--- src/rtl/hazard_ctrl_if.sv ---
// Pipeline <-> hazard controller bundle: ID-stage instruction info,
// branch resolution and the freeze request in; stall/flush controls and
// EX operand selects out.
interface hazard_ctrl_if #(
    parameter int REG_AW = 5
);
    logic              ext_stall;
    logic              id_valid;
    logic [REG_AW-1:0] id_rs;
    logic [REG_AW-1:0] id_rt;
    logic              id_uses_rs;
    logic              id_uses_rt;
    logic              id_alu_src;
    logic [REG_AW-1:0] id_dst;
    logic              id_reg_write;
    logic              id_mem_read;
    logic              ex_branch_taken;
    logic              pc_write;
    logic              ifid_write;
    logic              ifid_flush;
    logic              idex_bubble;
    logic [1:0]        c_data1_src;
    logic [1:0]        c_data2_src;
    logic              stalled;

    // Pipeline side: supplies instruction info, consumes controls.
    modport master (
        output ext_stall, id_valid, id_rs, id_rt, id_uses_rs, id_uses_rt,
               id_alu_src, id_dst, id_reg_write, id_mem_read, ex_branch_taken,
        input  pc_write, ifid_write, ifid_flush, idex_bubble,
               c_data1_src, c_data2_src, stalled
    );

    // Hazard controller side.
    modport slave (
        input  ext_stall, id_valid, id_rs, id_rt, id_uses_rs, id_uses_rt,
               id_alu_src, id_dst, id_reg_write, id_mem_read, ex_branch_taken,
        output pc_write, ifid_write, ifid_flush, idex_bubble,
               c_data1_src, c_data2_src, stalled
    );
endinterface

--- src/rtl/hazard_ctrl.sv ---
// Hazard controller for the 5-stage MIPS pipeline: load-use and
// store-data stall detection, taken-branch squash, and registered EX
// forwarding selects (00 regfile, 10 EX/MEM, 01 MEM/WB).
// Optional macro HAZARD_STATS_EN adds stall_cnt/flush_cnt counters.
module hazard_ctrl #(
    parameter int REG_AW = 5
) (
    input  logic           clk,
    input  logic           rst_n,
    hazard_ctrl_if.slave   hif
`ifdef HAZARD_STATS_EN
    ,
    output logic [31:0]    stall_cnt,
    output logic [31:0]    flush_cnt
`endif
);
    typedef enum logic {RUN, STALL} state_t;

    state_t            state;
    logic              idex_valid, idex_rw, idex_mr;
    logic [REG_AW-1:0] idex_dst;
    logic              exmem_valid, exmem_rw;
    logic [REG_AW-1:0] exmem_dst;

    logic ex_rs, ex_rt, mem_rs, mem_rt;
    logic lu, sd, hz, bubble;
    logic [1:0] fwd1, fwd2;

    function automatic logic prod(input logic v, input logic rw,
                                  input logic [REG_AW-1:0] dst,
                                  input logic [REG_AW-1:0] r);
        return v & rw & (dst != '0) & (dst == r);
    endfunction

    // Hazard detection and next forwarding selects from the ID instruction.
    always_comb begin
        ex_rs  = prod(idex_valid, idex_rw, idex_dst, hif.id_rs);
        ex_rt  = prod(idex_valid, idex_rw, idex_dst, hif.id_rt);
        mem_rs = prod(exmem_valid, exmem_rw, exmem_dst, hif.id_rs);
        mem_rt = prod(exmem_valid, exmem_rw, exmem_dst, hif.id_rt);
        lu = hif.id_valid & idex_mr &
             ((hif.id_uses_rs & ex_rs) |
              (hif.id_uses_rt & ~hif.id_alu_src & ex_rt));
        sd = hif.id_valid & hif.id_alu_src & hif.id_uses_rt & (ex_rt | mem_rt);
        hz = lu | sd;
        fwd1 = 2'b00;
        if (hif.id_uses_rs & ex_rs)
            fwd1 = 2'b10;
        else if (hif.id_uses_rs & mem_rs)
            fwd1 = 2'b01;
        fwd2 = 2'b00;
        if (hif.id_uses_rt & ~hif.id_alu_src & ex_rt)
            fwd2 = 2'b10;
        else if (hif.id_uses_rt & ~hif.id_alu_src & mem_rt)
            fwd2 = 2'b01;
    end

    // Pipeline register controls; reset beats freeze, branch beats hazard.
    always_comb begin
        hif.pc_write    = 1'b0;
        hif.ifid_write  = 1'b0;
        hif.ifid_flush  = 1'b0;
        bubble          = 1'b0;
        if (!rst_n) begin
            bubble = 1'b1;
        end else if (hif.ext_stall) begin
            bubble = 1'b0;
        end else if (hif.ex_branch_taken) begin
            hif.pc_write   = 1'b1;
            hif.ifid_write = 1'b1;
            hif.ifid_flush = 1'b1;
            bubble         = 1'b1;
        end else if (hz) begin
            bubble = 1'b1;
        end else begin
            hif.pc_write   = 1'b1;
            hif.ifid_write = 1'b1;
        end
        hif.idex_bubble = bubble;
        hif.stalled     = rst_n & (state == STALL);
    end

    // Tracking, FSM, forwarding selects and statistics advance together.
    always_ff @(posedge clk) begin
        if (!rst_n) begin
            state           <= RUN;
            idex_valid      <= 1'b0;
            idex_rw         <= 1'b0;
            idex_mr         <= 1'b0;
            idex_dst        <= '0;
            exmem_valid     <= 1'b0;
            exmem_rw        <= 1'b0;
            exmem_dst       <= '0;
            hif.c_data1_src <= 2'b00;
            hif.c_data2_src <= 2'b00;
`ifdef HAZARD_STATS_EN
            stall_cnt       <= '0;
            flush_cnt       <= '0;
`endif
        end else if (!hif.ext_stall) begin
            exmem_valid <= idex_valid;
            exmem_rw    <= idex_rw;
            exmem_dst   <= idex_dst;
            if (bubble) begin
                idex_valid      <= 1'b0;
                idex_rw         <= 1'b0;
                idex_mr         <= 1'b0;
                idex_dst        <= '0;
                hif.c_data1_src <= 2'b00;
                hif.c_data2_src <= 2'b00;
            end else begin
                idex_valid      <= hif.id_valid;
                idex_rw         <= hif.id_reg_write;
                idex_mr         <= hif.id_mem_read;
                idex_dst        <= hif.id_dst;
                hif.c_data1_src <= fwd1;
                hif.c_data2_src <= fwd2;
            end
            if (hif.ex_branch_taken)
                state <= RUN;
            else
                state <= hz ? STALL : RUN;
`ifdef HAZARD_STATS_EN
            if (hz & ~hif.ex_branch_taken)
                stall_cnt <= stall_cnt + 32'd1;
            if (hif.ex_branch_taken)
                flush_cnt <= flush_cnt + 32'd1;
`endif
        end
    end
endmodule

--- src/flat_wrapper.sv ---
// flat-port wrapper written by rule: the top's interface ports become plain ports
module hazard_ctrl_flat 
#(
    parameter int REG_AW = 5
)
  (clk, rst_n, hif_ext_stall, hif_id_valid, hif_id_rs, hif_id_rt, hif_id_uses_rs, hif_id_uses_rt, hif_id_alu_src, hif_id_dst, hif_id_reg_write, hif_id_mem_read, hif_ex_branch_taken, hif_pc_write, hif_ifid_write, hif_ifid_flush, hif_idex_bubble, hif_c_data1_src, hif_c_data2_src, hif_stalled);
  hazard_ctrl_if #(.REG_AW(REG_AW)) hif_i ();
  input  logic clk;
  input  logic rst_n;
  input wire logic [$bits(hif_i.ext_stall)-1:0] hif_ext_stall;
  input wire logic [$bits(hif_i.id_valid)-1:0] hif_id_valid;
  input wire logic [$bits(hif_i.id_rs)-1:0] hif_id_rs;
  input wire logic [$bits(hif_i.id_rt)-1:0] hif_id_rt;
  input wire logic [$bits(hif_i.id_uses_rs)-1:0] hif_id_uses_rs;
  input wire logic [$bits(hif_i.id_uses_rt)-1:0] hif_id_uses_rt;
  input wire logic [$bits(hif_i.id_alu_src)-1:0] hif_id_alu_src;
  input wire logic [$bits(hif_i.id_dst)-1:0] hif_id_dst;
  input wire logic [$bits(hif_i.id_reg_write)-1:0] hif_id_reg_write;
  input wire logic [$bits(hif_i.id_mem_read)-1:0] hif_id_mem_read;
  input wire logic [$bits(hif_i.ex_branch_taken)-1:0] hif_ex_branch_taken;
  output wire logic [$bits(hif_i.pc_write)-1:0] hif_pc_write;
  output wire logic [$bits(hif_i.ifid_write)-1:0] hif_ifid_write;
  output wire logic [$bits(hif_i.ifid_flush)-1:0] hif_ifid_flush;
  output wire logic [$bits(hif_i.idex_bubble)-1:0] hif_idex_bubble;
  output wire logic [$bits(hif_i.c_data1_src)-1:0] hif_c_data1_src;
  output wire logic [$bits(hif_i.c_data2_src)-1:0] hif_c_data2_src;
  output wire logic [$bits(hif_i.stalled)-1:0] hif_stalled;
  assign hif_i.ext_stall = hif_ext_stall;
  assign hif_i.id_valid = hif_id_valid;
  assign hif_i.id_rs = hif_id_rs;
  assign hif_i.id_rt = hif_id_rt;
  assign hif_i.id_uses_rs = hif_id_uses_rs;
  assign hif_i.id_uses_rt = hif_id_uses_rt;
  assign hif_i.id_alu_src = hif_id_alu_src;
  assign hif_i.id_dst = hif_id_dst;
  assign hif_i.id_reg_write = hif_id_reg_write;
  assign hif_i.id_mem_read = hif_id_mem_read;
  assign hif_i.ex_branch_taken = hif_ex_branch_taken;
  assign hif_pc_write = hif_i.pc_write;
  assign hif_ifid_write = hif_i.ifid_write;
  assign hif_ifid_flush = hif_i.ifid_flush;
  assign hif_idex_bubble = hif_i.idex_bubble;
  assign hif_c_data1_src = hif_i.c_data1_src;
  assign hif_c_data2_src = hif_i.c_data2_src;
  assign hif_stalled = hif_i.stalled;
  hazard_ctrl #(.REG_AW(REG_AW)) u_core (.clk(clk), .rst_n(rst_n), .hif(hif_i));
endmodule
--- config.mk ---
export PLATFORM = sky130hd
export DESIGN_NAME = hazard_ctrl_flat
export DESIGN_NICKNAME = d
export VERILOG_FILES = /design/src/rtl/hazard_ctrl_if.sv /design/src/rtl/hazard_ctrl.sv /design/src/flat_wrapper.sv
export SDC_FILE = /design/constraint.sdc
export NUM_CORES = 1
export LEC_CHECK = 0
export CORE_MARGIN = 3
export CORE_UTILIZATION = 45
export CTS_BUF_LIST = sky130_fd_sc_hd__clkbuf_8
export CTS_CLUSTER_DIAMETER = 120
export DETAILED_ROUTE_END_ITERATION = 16
export GPL_ROUTABILITY_DRIVEN = 0
export GPL_TIMING_DRIVEN = 0
export PLACE_DENSITY_LB_ADDON = 0.3
export SLEW_MARGIN = 10
export SYNTH_ARGS = -nofsm -noshare
export SYNTH_HDL_FRONTEND = slang
export SYNTH_SLANG_ARGS = --single-unit
--- constraint.sdc ---
create_clock -name clk -period 2.11 [get_ports clk]
set_input_delay 0.211 -clock clk [delete_from_list [all_inputs] [get_ports clk]]
set_output_delay 0.211 -clock clk [all_outputs]
set_load 0.02 [all_outputs]
==> metrics.txt <==
# TYPE chip_impl_metric gauge
chip_impl_metric{name="port_buffers",unit=""} 33
chip_impl_metric{name="synth.lib_cells_used.distinct",unit=""} 28
chip_impl_metric{name="antenna_found_initial",unit=""} 0
chip_impl_info{name="cts_tree",value="done"} 1
chip_impl_metric{name="die_h",unit="µm"} 54.9
chip_impl_info{name="rsz_0062_raised_after_global_routing",value="yes"} 1
chip_impl_info{name="layout.cells.most_common_list",value="28 x sky130_fd_sc_hd__clkdlybuf4s50_1, 16 x sky130_fd_sc_hd__buf_4, 11 x sky130_fd_sc_hd__dfxtp_1, 9 x sky130_fd_sc_hd__xnor2_1, 9 x sky130_fd_sc_hd__a22o_1"} 1
chip_impl_metric{name="core_area",unit="µm²"} 2230
chip_impl_metric{name="layout.cells.non_filler",unit=""} 186
chip_impl_metric{name="areaGrowthSynthToFinish",unit="%"} 61.1
chip_impl_metric{name="floorplan.initialDensity",unit=""} 0.482
chip_impl_info{name="launching_element_of_the_worst_setup_path",value="u_core.idex_dst[0]"} 1
chip_impl_metric{name="grt_overflow_total",unit=""} 0
chip_impl_info{name="crit_path_slowest_cell",value="sky130_fd_sc_hd__or4_4"} 1
chip_impl_metric{name="timing.critical_path.depth",unit=""} 7
chip_impl_metric{name="worst_hold_path_cell_count",unit=""} 1
chip_impl_metric{name="seq_power_share",unit=""} 0.452
chip_impl_metric{name="layout_setup_ws",unit="ps"} -363
chip_impl_metric{name="postSynthAreaPerCell",unit="µm²"} 10.2
chip_impl_metric{name="num_vias",unit=""} 1082
chip_impl_metric{name="static-leakage-power",unit="µW"} 0.000717
chip_impl_metric{name="synth_top_area_frac",unit=""} 0.372
chip_impl_info{name="start_kind",value="register"} 1
chip_impl_metric{name="ff2ff_path_depth",unit=""} 7
chip_impl_metric{name="worstPathMaxFanout",unit=""} 3
chip_impl_metric{name="max_freq",unit="MHz"} 404
chip_impl_metric{name="synth_sequential_area_ratio",unit=""} 0.372
chip_impl_info{name="min-delay-path-class",value="reg2reg"} 1
chip_impl_metric{name="first_global_vias",unit=""} 1051
chip_impl_metric{name="report.final.setup_viol",unit=""} 3
chip_impl_metric{name="power.density_cell_area",unit="nW/µm²"} 506
chip_impl_metric{name="route.antenna.remaining_nets",unit=""} 0
chip_impl_metric{name="cp.buffers_inverters",unit=""} 2
chip_impl_metric{name="fin_crit_sh",unit=""} 1.17
chip_impl_metric{name="final-hold-violation-count",unit=""} 0
chip_impl_metric{name="drive_above_1_share",unit=""} 0.310
chip_impl_metric{name="post-place-cells",unit=""} 167
chip_impl_metric{name="met3RoutedLength",unit="µm"} 154
chip_impl_metric{name="power_spent_charging_and_discharging_nets",unit="µW"} 224
chip_impl_info{name="hold_start",value="u_core.hif.c_data2_src[1]"} 1
chip_impl_metric{name="floorplan.io_pins",unit=""} 34
chip_impl_metric{name="place.detailed.hpwl",unit="mm"} 2.16
chip_impl_metric{name="routedLengthMet1",unit="mm"} 1.51
chip_impl_metric{name="max_stage_delay",unit="ps"} 540
chip_impl_metric{name="total_power",unit="µW"} 878
chip_impl_metric{name="remaining_drc_errors",unit=""} 0
chip_impl_metric{name="largest_vdd_supply_drop",unit="mV"} 0.550
chip_impl_info{name="outcome",value="finished with violations"} 1
chip_impl_info{name="r2r-start",value="u_core.idex_dst[0]"} 1
chip_impl_info{name="worst-setup-path-type",value="reg2out"} 1
chip_impl_metric{name="finalNetCount",unit=""} 184
chip_impl_metric{name="placementRows",unit=""} 17
chip_impl_metric{name="htree_levels",unit=""} 1
chip_impl_metric{name="synthesis.yosys.warnings",unit=""} 0
chip_impl_metric{name="timing.max_slew.rel_slack",unit=""} 0.593
chip_impl_metric{name="share_comb_of_total_power",unit=""} 0.207
chip_impl_metric{name="relative_contribution_of_the_clock_network_to_total_power",unit=""} 0.341
chip_impl_metric{name="first_pass_grt_wire_length",unit="mm"} 5.25
chip_impl_metric{name="finalClockSkew",unit="ps"} 4.69
chip_impl_metric{name="die_width",unit="µm"} 54.9
chip_impl_metric{name="cts.clk_slew.worst_paths",unit="ps"} 80
chip_impl_metric{name="fin_util",unit=""} 0.777
chip_impl_metric{name="clock-sinks",unit=""} 20
chip_impl_metric{name="required",unit="ps"} 1900
chip_impl_info{name="timing.critical_path.cells",value="or4_4 > o211ai_4 > nor4bb_4 > nor3_2 > o21a_1 > buf_4 > buf_6"} 1
chip_impl_info{name="netlist_top_cells_area",value="sky130_fd_sc_hd__dfxtp_1 37%, sky130_fd_sc_hd__xnor2_1 11%, sky130_fd_sc_hd__a22o_1 7.3%"} 1
chip_impl_metric{name="clock_latency",unit="ps"} 260
chip_impl_metric{name="postSynthCellCount",unit=""} 106
chip_impl_metric{name="cp_data_arrival_time",unit="ps"} 2260
chip_impl_metric{name="cts_buffers",unit=""} 3
chip_impl_metric{name="routed_via_density",unit=""} 5.82
chip_impl_info{name="violated_checks",value="negative setup slack"} 1
chip_impl_metric{name="drv_cap",unit=""} 0
chip_impl_metric{name="fillCellCount",unit=""} 135
chip_impl_metric{name="synthesis.nets",unit=""} 131
chip_impl_metric{name="wire_per_inst",unit="µm"} 19.3
chip_impl_metric{name="drt-total-wl",unit="mm"} 3.59
chip_impl_metric{name="netlist_area_before_placement",unit="µm²"} 1080
chip_impl_metric{name="worst-slew-pin-transition",unit="ps"} 610
chip_impl_metric{name="detailroute.wirelength.met2",unit="mm"} 1.89
chip_impl_info{name="critPathTopFamily",value="simple AND/OR/NAND/NOR gates"} 1
chip_impl_metric{name="cts_hold_buffers",unit=""} 0
chip_impl_metric{name="largest_net_degree_at_the_start_of_global_routing",unit=""} 12
chip_impl_metric{name="cts.path.max_buffers",unit=""} 2
chip_impl_info{name="cts.root.buffer_cell",value="sky130_fd_sc_hd__clkbuf_8"} 1
chip_impl_metric{name="cell_internal_pwr",unit="µW"} 654
chip_impl_metric{name="final.min_clock_period",unit="ps"} 2470
chip_impl_info{name="layout_commonest_cell",value="sky130_fd_sc_hd__clkdlybuf4s50_1"} 1
chip_impl_info{name="max_used_layer",value="met4"} 1
chip_impl_metric{name="fp.dieArea",unit="µm²"} 3020
chip_impl_metric{name="drtPass1Iterations",unit=""} 4
chip_impl_metric{name="antenna-diode-count",unit=""} 0
chip_impl_info{name="end_kind",value="output port"} 1
chip_impl_metric{name="setup.reg_to_reg.worst_slack",unit="ps"} 10
chip_impl_info{name="cell_type_with_the_highest_aggregate_area_in_the_netlist",value="sky130_fd_sc_hd__dfxtp_1"} 1
chip_impl_metric{name="grt_util_all_layers",unit=""} 0.253
chip_impl_metric{name="timing_max_transition_violations_final",unit=""} 0
chip_impl_metric{name="hold_ws",unit="ps"} 478
chip_impl_metric{name="dr.first_iter.drc_count",unit=""} 36
chip_impl_metric{name="ys_seq_elements",unit=""} 20
chip_impl_metric{name="switching_fraction_of_total_power",unit=""} 0.255
## path summary, 6_finish.rpt
kind	endpoint
max	hif_pc_write
min reg2reg	u_core.hif.c_data2_src[1]
max reg2reg	u_core.hif.c_data2_src[0]
min	u_core.hif.c_data2_src[1]
## power by group through the flow
stage	Combinational, µW	Clock, µW	Sequential [µW]
2_1_floorplan	72.4	0	403
3_3_place_gp	143	0	406
3_5_place_dp	146	0	407
4_1_cts	166	295	396
5_1_grt	192	321	398
6_report	182	299	397
## worst reg2reg max path: stages (launching register included)
cell,delay [ps]
sky130_fd_sc_hd__dfxtp_4,340
sky130_fd_sc_hd__or4_4,550
sky130_fd_sc_hd__o211ai_4,260
sky130_fd_sc_hd__buf_4,170
sky130_fd_sc_hd__buf_4,110
sky130_fd_sc_hd__nor4_1,70
sky130_fd_sc_hd__nor4_1,330
sky130_fd_sc_hd__a32o_1,220
## area by class of cell
type,instances,area [µm²],share of cell area
buffer,4,20.0,0.0115
clock buffer,4,55.1,0.0317
multi-input combinational,82,757,0.436
sequential,20,417,0.240
tap,28,35.0,0.0202
timing repair buffer,48,452,0.260
## layer usage
layer	vias up	track usage
li1	497	-
met1	545	0.333
met2	35	0.423
met3	5	0.0402
met4	0	0.0729
met5	-	0
## flip-flops by register name, summed over array words and instances, names as in the netlist
name	cells
u_core.idex_mr	1
u_core.exmem_rw	1
u_core.exmem_dst	5
u_core.idex_rw	1
u_core.hif.c_data1_src	2
u_core.idex_valid	1
u_core.hif.c_data2_src	2
u_core.idex_dst	5
u_core.exmem_valid	1
u_core.state	1
## logic make-up (layout without fill, tap and decap cells)
kind of cell	after synthesis	count (layout)	synth area share
simple gates	37	37	0.238
xor+xnor	20	20	0.163
flops	20	20	0.372
compound gates	18	18	0.145
mux	7	7	0.0650
buf+inv	4	56	0.0174
## cell usage after synthesis
cell type	count
sky130_fd_sc_hd__o21a_1	1
sky130_fd_sc_hd__nand4_1	1
sky130_fd_sc_hd__buf_4	1
sky130_fd_sc_hd__nand3_1	5
sky130_fd_sc_hd__mux2i_1	7
sky130_fd_sc_hd__o211ai_1	1
sky130_fd_sc_hd__clkbuf_1	2
sky130_fd_sc_hd__o211a_1	1
sky130_fd_sc_hd__and3b_1	2
sky130_fd_sc_hd__o211ai_2	1
sky130_fd_sc_hd__and2_1	3
sky130_fd_sc_hd__dfxtp_1	20
sky130_fd_sc_hd__or4_1	2
sky130_fd_sc_hd__nor2b_1	8
sky130_fd_sc_hd__nor4_1	4
sky130_fd_sc_hd__o21ai_0	2
sky130_fd_sc_hd__nor4_2	2
sky130_fd_sc_hd__a22o_1	9
sky130_fd_sc_hd__nand2b_1	1
sky130_fd_sc_hd__nor4_4	1
sky130_fd_sc_hd__nor3_1	3
sky130_fd_sc_hd__xor2_1	6
sky130_fd_sc_hd__nor2_1	1
sky130_fd_sc_hd__nand2_1	3
sky130_fd_sc_hd__a32o_1	3
sky130_fd_sc_hd__nor4bb_2	1
sky130_fd_sc_hd__buf_1	1
sky130_fd_sc_hd__xnor2_1	14
## through the flow
step / cell area [µm²] / TNS [ps] / setup slack (ps)
floorplan: 1080 / 0 / 30.0
detailed placement: 1440 / -3520 / -800
CTS: 1680 / -727 / -259
finish: 1740 / -943 / -363
global placement: 1440 / -2590 / -752
global route: 1740 / -1410 / -433
## repair_timing
action | in CTS | in global routing
resized for setup | 40 | 11
endpoints found under the setup margin | 12 | 18
setup buffers | 14 | 4
pin swaps | 9 | 15
No activity file was read; power rests on OpenSTA's default activity.
